===== src/rtl/multi_tone_dds.sv =====
`default_nettype none
// ============================================================================
//  Module   : multi_tone_dds
//  Purpose  : N-channel DDS tone generator. Each channel has a programmable
//             phase increment, an enable, a phase accumulator and a
//             quarter-wave sine ROM. Per-channel samples and their
//             width-grown sum are presented together with a valid flag.
//  Revision : 1.0 - initial release
// ============================================================================
module multi_tone_dds #(
  parameter int NCH      = 3,
  parameter int PHASE_W  = 32,
  parameter int LUT_AW   = 10,
  parameter int DATA_W   = 10,
  parameter     LUT_FILE = "sin_qtr.hex",
  localparam int CH_W    = (NCH > 1) ? $clog2(NCH) : 1,
  localparam int SUM_W   = DATA_W + $clog2(NCH)
) (
  input  logic                     clk,
  input  logic                     rst,
  input  logic                     cfg_we,
  input  logic [CH_W-1:0]          cfg_ch,
  input  logic [PHASE_W-1:0]       cfg_inc,
  input  logic                     cfg_en,
  input  logic                     sync_clr,
  output logic [NCH*DATA_W-1:0]    ch_out,
  output logic signed [SUM_W-1:0]  sum_out,
  output logic                     out_valid
);

  // LUT_FILE names the hex image holding exactly the table computed below;
  // the table is generated at elaboration so no external file is needed.
  localparam int c_depth = (2 ** (LUT_AW - 2)) + (0 * $bits(LUT_FILE));
  localparam int c_qa_w  = LUT_AW - 2;

  // rom[i] = round(AMP * sin(2*pi*(i+0.5)/2^LUT_AW)), evaluated in Q30 fixed
  // point with a Taylor series that is accurate well below one output LSB.
  function automatic logic [DATA_W-2:0] rom_val(input int i);
    longint x;
    longint x2;
    longint term;
    longint s;
    longint amp;
    longint v;
    x    = (64'sd3373259426 * longint'(2 * i + 1)) >>> LUT_AW;
    x2   = (x * x) >>> 30;
    term = x;
    s    = x;
    for (int n = 1; n <= 7; n++) begin
      term = (term * x2) >>> 30;
      term = -(term / longint'((2 * n) * (2 * n + 1)));
      s    = s + term;
    end
    amp = longint'((1 << (DATA_W - 1)) - 1);
    v   = (amp * s + (64'sd1 <<< 29)) >>> 30;
    return v[DATA_W-2:0];
  endfunction

  logic [DATA_W-2:0]         w_rom [c_depth];
  logic [c_qa_w-1:0]         w_idx [NCH];
  logic signed [DATA_W-1:0]  w_mag_s [NCH];
  logic signed [SUM_W-1:0]   w_sum;

  logic [PHASE_W-1:0]        r_acc [NCH];
  logic [PHASE_W-1:0]        r_inc [NCH];
  logic [NCH-1:0]            r_en;
  logic [LUT_AW-1:0]         r_p1 [NCH];
  logic [NCH-1:0]            r_en1;
  logic [DATA_W-2:0]         r_mag [NCH];
  logic [NCH-1:0]            r_q2;
  logic [NCH-1:0]            r_en2;
  logic signed [DATA_W-1:0]  r_ch [NCH];
  logic signed [SUM_W-1:0]   r_sum;
  logic [2:0]                r_fill;
  logic                      r_valid;

  for (genvar gi = 0; gi < c_depth; gi++) begin : g_rom
    localparam logic [DATA_W-2:0] c_val = rom_val(gi);
    assign w_rom[gi] = c_val;
  end

  for (genvar gk = 0; gk < NCH; gk++) begin : g_out
    assign ch_out[gk*DATA_W +: DATA_W] = r_ch[gk];
  end

  assign sum_out   = r_sum;
  assign out_valid = r_valid;

  // Store increment/enable for the addressed channel; out-of-range indices match no channel.
  always_ff @(posedge clk) begin
    if (rst) begin
      for (int k = 0; k < NCH; k++) r_inc[k] <= '0;
      r_en <= '0;
    end else if (cfg_we) begin
      for (int k = 0; k < NCH; k++) begin
        if (int'(cfg_ch) == k) begin
          r_inc[k] <= cfg_inc;
          r_en[k]  <= cfg_en;
        end
      end
    end
  end

  // Phase accumulators: advance when enabled, hold otherwise, align to zero on sync_clr.
  always_ff @(posedge clk) begin
    for (int k = 0; k < NCH; k++) begin
      if (rst || sync_clr) begin
        r_acc[k] <= '0;
      end else if (r_en[k]) begin
        r_acc[k] <= r_acc[k] + r_inc[k];
      end
    end
  end

  // Quadrant fold: the second and fourth quadrants read the table backwards.
  always_comb begin
    for (int k = 0; k < NCH; k++) begin
      w_idx[k]   = r_p1[k][c_qa_w-1:0] ^ {c_qa_w{r_p1[k][LUT_AW-2]}};
      w_mag_s[k] = $signed({1'b0, r_mag[k]});
    end
  end

  // Three-stage sample pipeline: phase capture, ROM read, sign/enable apply.
  always_ff @(posedge clk) begin
    if (rst) begin
      for (int k = 0; k < NCH; k++) begin
        r_p1[k]  <= '0;
        r_mag[k] <= '0;
        r_ch[k]  <= '0;
      end
      r_en1 <= '0;
      r_en2 <= '0;
      r_q2  <= '0;
    end else begin
      for (int k = 0; k < NCH; k++) begin
        r_p1[k]  <= r_acc[k][PHASE_W-1 -: LUT_AW];
        r_mag[k] <= w_rom[w_idx[k]];
        r_q2[k]  <= r_p1[k][LUT_AW-1];
        r_ch[k]  <= r_en2[k] ? (r_q2[k] ? -w_mag_s[k] : w_mag_s[k]) : '0;
      end
      r_en1 <= r_en;
      r_en2 <= r_en1;
    end
  end

  // Sign-extend every channel to the sum width before adding, so the sum cannot overflow.
  always_comb begin
    w_sum = '0;
    for (int k = 0; k < NCH; k++) begin
      w_sum = w_sum + SUM_W'(r_ch[k]);
    end
  end

  // Output sum register.
  always_ff @(posedge clk) begin
    if (rst) begin
      r_sum <= '0;
    end else begin
      r_sum <= w_sum;
    end
  end

  // Valid rises once the first sum built from cleared accumulators reaches the output.
  always_ff @(posedge clk) begin
    if (rst || sync_clr) begin
      r_fill  <= 3'd0;
      r_valid <= 1'b0;
    end else if (!r_valid) begin
      r_fill  <= r_fill + 3'd1;
      r_valid <= (r_fill == 3'd3);
    end
  end

endmodule
`default_nettype wire

===== config.mk =====
export PLATFORM = sky130hd
export DESIGN_NAME = multi_tone_dds
export DESIGN_NICKNAME = d
export VERILOG_FILES = /design/src/rtl/multi_tone_dds.sv
export SDC_FILE = /design/constraint.sdc
export NUM_CORES = 1
export LEC_CHECK = 0
export CORE_MARGIN = 2
export CORE_UTILIZATION = 40
export DETAILED_ROUTE_END_ITERATION = 10
export SLEW_MARGIN = 10
export SYNTH_ARGS = -nofsm -noshare
export SYNTH_HDL_FRONTEND = slang
export SYNTH_SLANG_ARGS = --single-unit
export TNS_END_PERCENT = 20

===== constraint.sdc =====
create_clock -name clk -period 3.8 [get_ports clk]
set_clock_uncertainty 0.1 [all_clocks]
set_input_delay 0.38 -clock clk [delete_from_list [all_inputs] [get_ports clk]]
set_output_delay 0.38 -clock clk [all_outputs]
set_load 0.1 [all_outputs]

==> impl_metrics.sql <==
INSERT INTO impl_metrics (metric_group, metric, value, unit) VALUES
('status', 'status', 'completed', ''),
('floorplanning', 'die_area', '67900', 'um2'),
('layout', 'area_growth', '12.4', '%'),
('layout', 'filler_cell_count', '6549', ''),
('clock_network', 'cts_sinks', '307', ''),
('min_path', 'worstHoldPathType', 'input port to flop', ''),
('layout', 'num_antenna_cells', '0', ''),
('routing', 'drt_wl_total', '96.5', 'mm'),
('grt', 'first_global_vias', '25200', ''),
('timing', 'max_freq', '0.300', 'GHz'),
('clock_network', 'ctsLongestPathBuffers', '3', ''),
('pwr', 'leakage_power_total', '11.4', 'nW'),
('floorplanning', 'initial_utilization', '0.402', ''),
('synthesis', 'async_reset_ff_frac', '0', ''),
('floorplanning', 'horizontal_die_dimension', '261', 'um'),
('layout', 'stdcell_count', '4202', ''),
('setup_path', 'critical_path_peak_fanout', '8', ''),
('clock_network', 'ctsHtreeMaxLevel', '2', ''),
('place', 'dp_cells', '4135', ''),
('timing', 'max-slew-margin-rel', '0.266', ''),
('grt', 'gr-total-overflow', '0', ''),
('pwr', 'vdd.ir_drop.worst', '0.413', 'mV'),
('clock_network', 'clkSlewWorstSetupHoldPaths', '0.06', 'ns'),
('routing', 'vias', '26800', ''),
('routing', 'drt_pre_antenna_iters', '9', ''),
('clock_network', 'cts.repair_timing.setup_buffer_count', '0', ''),
('grt', 'grt.total_usage', '0.277', ''),
('synthesis', 'avgSynthCellArea', '8.00', 'um2'),
('layout', 'final_nets', '3504', ''),
('timing', 'setup-violations-final', '0', ''),
('clock_network', 'cts_resized', '0', ''),
('routing', 'viasPerCell', '6.39', ''),
('synthesis', 'synthesis.instances', '3288', ''),
('place', 'place.detailed.hpwl', '70.7', 'mm'),
('timing', 'finalSetupTns', '0', 'ns'),
('synthesis', 'postSynth.topFlopCell', 'sky130_fd_sc_hd__edfxtp_1', ''),
('synthesis', 'synthesis_warnings', '0', ''),
('setup_path', 'ff2ff_path_depth', '11', ''),
('setup_path', 'path_class', 'flop to flop', ''),
('timing', 'timing_worst_slew_pin_value', '1.10', 'ns'),
('routing', 'postRouteAntennaNets', '0', ''),
('floorplanning', 'floorplan.die.height', '261', 'um'),
('synthesis', 'number_of_enable_type_register_cells_in_the_synthesized_netlist', '192', ''),
('timing', 'period_share', '0.876', ''),
('synthesis', 'yosysSeqAreaShare', '0.307', ''),
('timing', 'finalWorstPathRequiredPeriod', '3.33', 'ns'),
('timing', 'rsz0062_at_grt', 'no', ''),
('min_path', 'min_path_cells', '2', ''),
('grt', 'grt_max_degree', '65', ''),
('setup_path', 'cp-end-kind', 'flop', ''),
('setup_path', 'critical_path_required', '4.14', 'ns'),
('grt', 'initial_antenna_violation_count', '2', ''),
('synthesis', 'synth_cell_type_count', '104', ''),
('place', 'place_congestion', '1.07', ''),
('synthesis', 'synth_top_cell_area_share', '0.219', ''),
('clock_network', 'cts_root_buf', 'sky130_fd_sc_hd__clkbuf_16', ''),
('synthesis', 'top_post_synthesis_cells_by_area', 'sky130_fd_sc_hd__edfxtp_1, sky130_fd_sc_hd__dfxtp_1, sky130_fd_sc_hd__ha_1, sky130_fd_sc_hd__o21ai_0, sky130_fd_sc_hd__a21oi_1', ''),
('clock_network', 'cts_tree', 'built', ''),
('synthesis', 'synth_top_cells_by_count', 'sky130_fd_sc_hd__nor2_1, sky130_fd_sc_hd__nand2_1, sky130_fd_sc_hd__o21ai_0', ''),
('setup_path', 'cp.arrival', '3.67', 'ns'),
('synthesis', 'ys_seq_elements', '307', ''),
('synthesis', 'synth.cell_area', '26300', 'um2'),
('clock_network', 'numCtsBuffers', '37', ''),
('pwr', 'power_density', '350', 'nW/um2'),
('floorplanning', 'coreArea', '65400', 'um2'),
('layout', 'layout-drive-gt1-share', '0.0860', ''),
('timing', 'slew_viol_final', '0', ''),
('synthesis', 'synth_top_area_cell', 'sky130_fd_sc_hd__edfxtp_1', ''),
('routing', 'drt_first_iter_violations', '4176', ''),
('clock_network', 'holdBufCountCts', '0', ''),
('synthesis', 'most_common_cell_in_the_synthesized_netlist', 'sky130_fd_sc_hd__nor2_1', ''),
('floorplanning', 'row_count', '94', ''),
('timing', 'report.final.hold_viol_count', '0', ''),
('setup_path', 'cp-start-kind', 'flop', ''),
('run', 'drv_cap', '0', ''),
('routing', 'wire_per_inst', '23.0', 'um'),
('clock_network', 'clock_insertion_delay_worst_skew', '0.59', 'ns'),
('routing', 'drcViolationCount', '0', ''),
('floorplanning', 'ios', '82', ''),
('synthesis', 'synthesis.nets', '3482', ''),
('place', 'buffer_ports.inserted', '81', ''),
('grt', 'grt_first_pass_wirelength', '148', 'mm');
[layout make-up]
type	count	area (um2)	share of cell area
sequential	307	8080	0.273
multi-input combinational	2636	16800	0.569
clock inverter	21	274	0.00926
tap	864	1080	0.0365
timing repair buffer	238	2010	0.0680
inverter	90	338	0.0114
clock buffer	46	980	0.0331
[flip-flops by register name, indices dropped and copies added, names as in the netlist, 12 cells and up]
| signal | count |
|---|---|
| r_acc | 96 |
| r_inc | 96 |
| r_ch | 30 |
| r_p1 | 30 |
| r_mag | 27 |
| sum_out | 12 |
[logic make-up (layout without fill, tap and decap cells)]
family | Yosys count | count (layout) | synth area share
AOI/OAI and AO/OA | 1200 | 1200 | 0.301
buffers and inverters | 345 | 395 | 0.0543
xor gates and xnor gates | 118 | 118 | 0.0407
adders and majority gates | 155 | 155 | 0.0777
DFF | 307 | 307 | 0.307
and+or+nand+nor | 1127 | 1127 | 0.204
muxes | 36 | 36 | 0.0163
[critical path, stage by stage (launching register included)]
cell	delay, ns
sky130_fd_sc_hd__dfxtp_2	0.36
sky130_fd_sc_hd__xor2_1	0.44
sky130_fd_sc_hd__inv_1	0.29
sky130_fd_sc_hd__ha_1	0.32
sky130_fd_sc_hd__nand2_1	0.22
sky130_fd_sc_hd__a21oi_1	0.12
sky130_fd_sc_hd__or2_2	0.30
sky130_fd_sc_hd__mux4_2	0.44
sky130_fd_sc_hd__o21ai_0	0.16
sky130_fd_sc_hd__o221ai_1	0.13
sky130_fd_sc_hd__a21oi_1	0.18
sky130_fd_sc_hd__a31oi_1	0.11
[cell usage in the layout, fill, tap and decap left out, types with 23 or more instances in the layout]
cell type	netlist	layout
sky130_fd_sc_hd__xor2_1	58	58
sky130_fd_sc_hd__edfxtp_1	192	192
sky130_fd_sc_hd__nor2_1	349	349
sky130_fd_sc_hd__and3_1	28	28
sky130_fd_sc_hd__a21oi_1	273	273
sky130_fd_sc_hd__buf_4	7	156
sky130_fd_sc_hd__xnor2_1	55	55
sky130_fd_sc_hd__clkdlybuf4s50_1	0	80
sky130_fd_sc_hd__a22oi_1	25	25
sky130_fd_sc_hd__a21o_1	66	66
sky130_fd_sc_hd__nand2b_1	60	60
sky130_fd_sc_hd__nand2_1	279	279
sky130_fd_sc_hd__o221ai_1	32	32
sky130_fd_sc_hd__nand3_1	57	57
sky130_fd_sc_hd__a221oi_1	39	39
sky130_fd_sc_hd__a31oi_1	52	52
sky130_fd_sc_hd__inv_1	85	85
sky130_fd_sc_hd__dfxtp_1	115	103
sky130_fd_sc_hd__o21bai_1	23	23
sky130_fd_sc_hd__o211ai_1	49	49
sky130_fd_sc_hd__a211oi_1	61	60
sky130_fd_sc_hd__clkbuf_16	0	37
sky130_fd_sc_hd__and2_1	57	57
sky130_fd_sc_hd__ha_1	141	141
sky130_fd_sc_hd__nor2b_1	91	91
sky130_fd_sc_hd__o21a_1	37	37
sky130_fd_sc_hd__nor3_1	106	106
sky130_fd_sc_hd__o21ai_0	277	277
sky130_fd_sc_hd__o22ai_1	66	66
sky130_fd_sc_hd__mux2i_1	27	27
[through the flow]
step | setup WS [ns] | hold WS, ns | power [mW] | cell area (um2) | util
finish | 0.471 | 0.0349 | 10.4 | 29600 | 0.453
global route | 0.205 | 0.0452 | 10.8 | 29600 | 0.453
CTS | 0.484 | 0.0325 | 10.3 | 29600 | 0.453
detailed placement | 0.481 | 0.338 | 6.62 | 28300 | 0.433
global placement | 0.533 | 0.318 | 6.64 | 28300 | 0.433
floorplan | 0.270 | 0.314 | 5.79 | 26300 | -
[per-layer routing]
metal  track usage  up-vias  part of all wire
li1              -    12300                 -
met1         0.373    12400              0.41
met2         0.422     1776              0.43
met3        0.0757      331              0.12
met4         0.107        2             0.042
met5             0        -           0.00010
[path summary, 6_finish.rpt]
path	from	to	slack (ns)
setup reg to reg	r_p1[0][8]	r_mag[0][1]	0.47
hold / removal	rst	r_p1[0][24]	0.03
setup / recovery	r_p1[0][8]	r_mag[0][1]	0.47
hold reg to reg	r_en1[0]	r_en2[0]	0.34
[power breakdown]
part | internal, mW | leakage [nW] | switching (mW)
clock network | 2.14 | 0.599 | 1.56
logic | 1.01 | 7.82 | 1.75
registers | 3.74 | 2.96 | 0.146
total | 6.90 | 11.4 | 3.46
No activity file was read; power rests on OpenSTA's default activity.
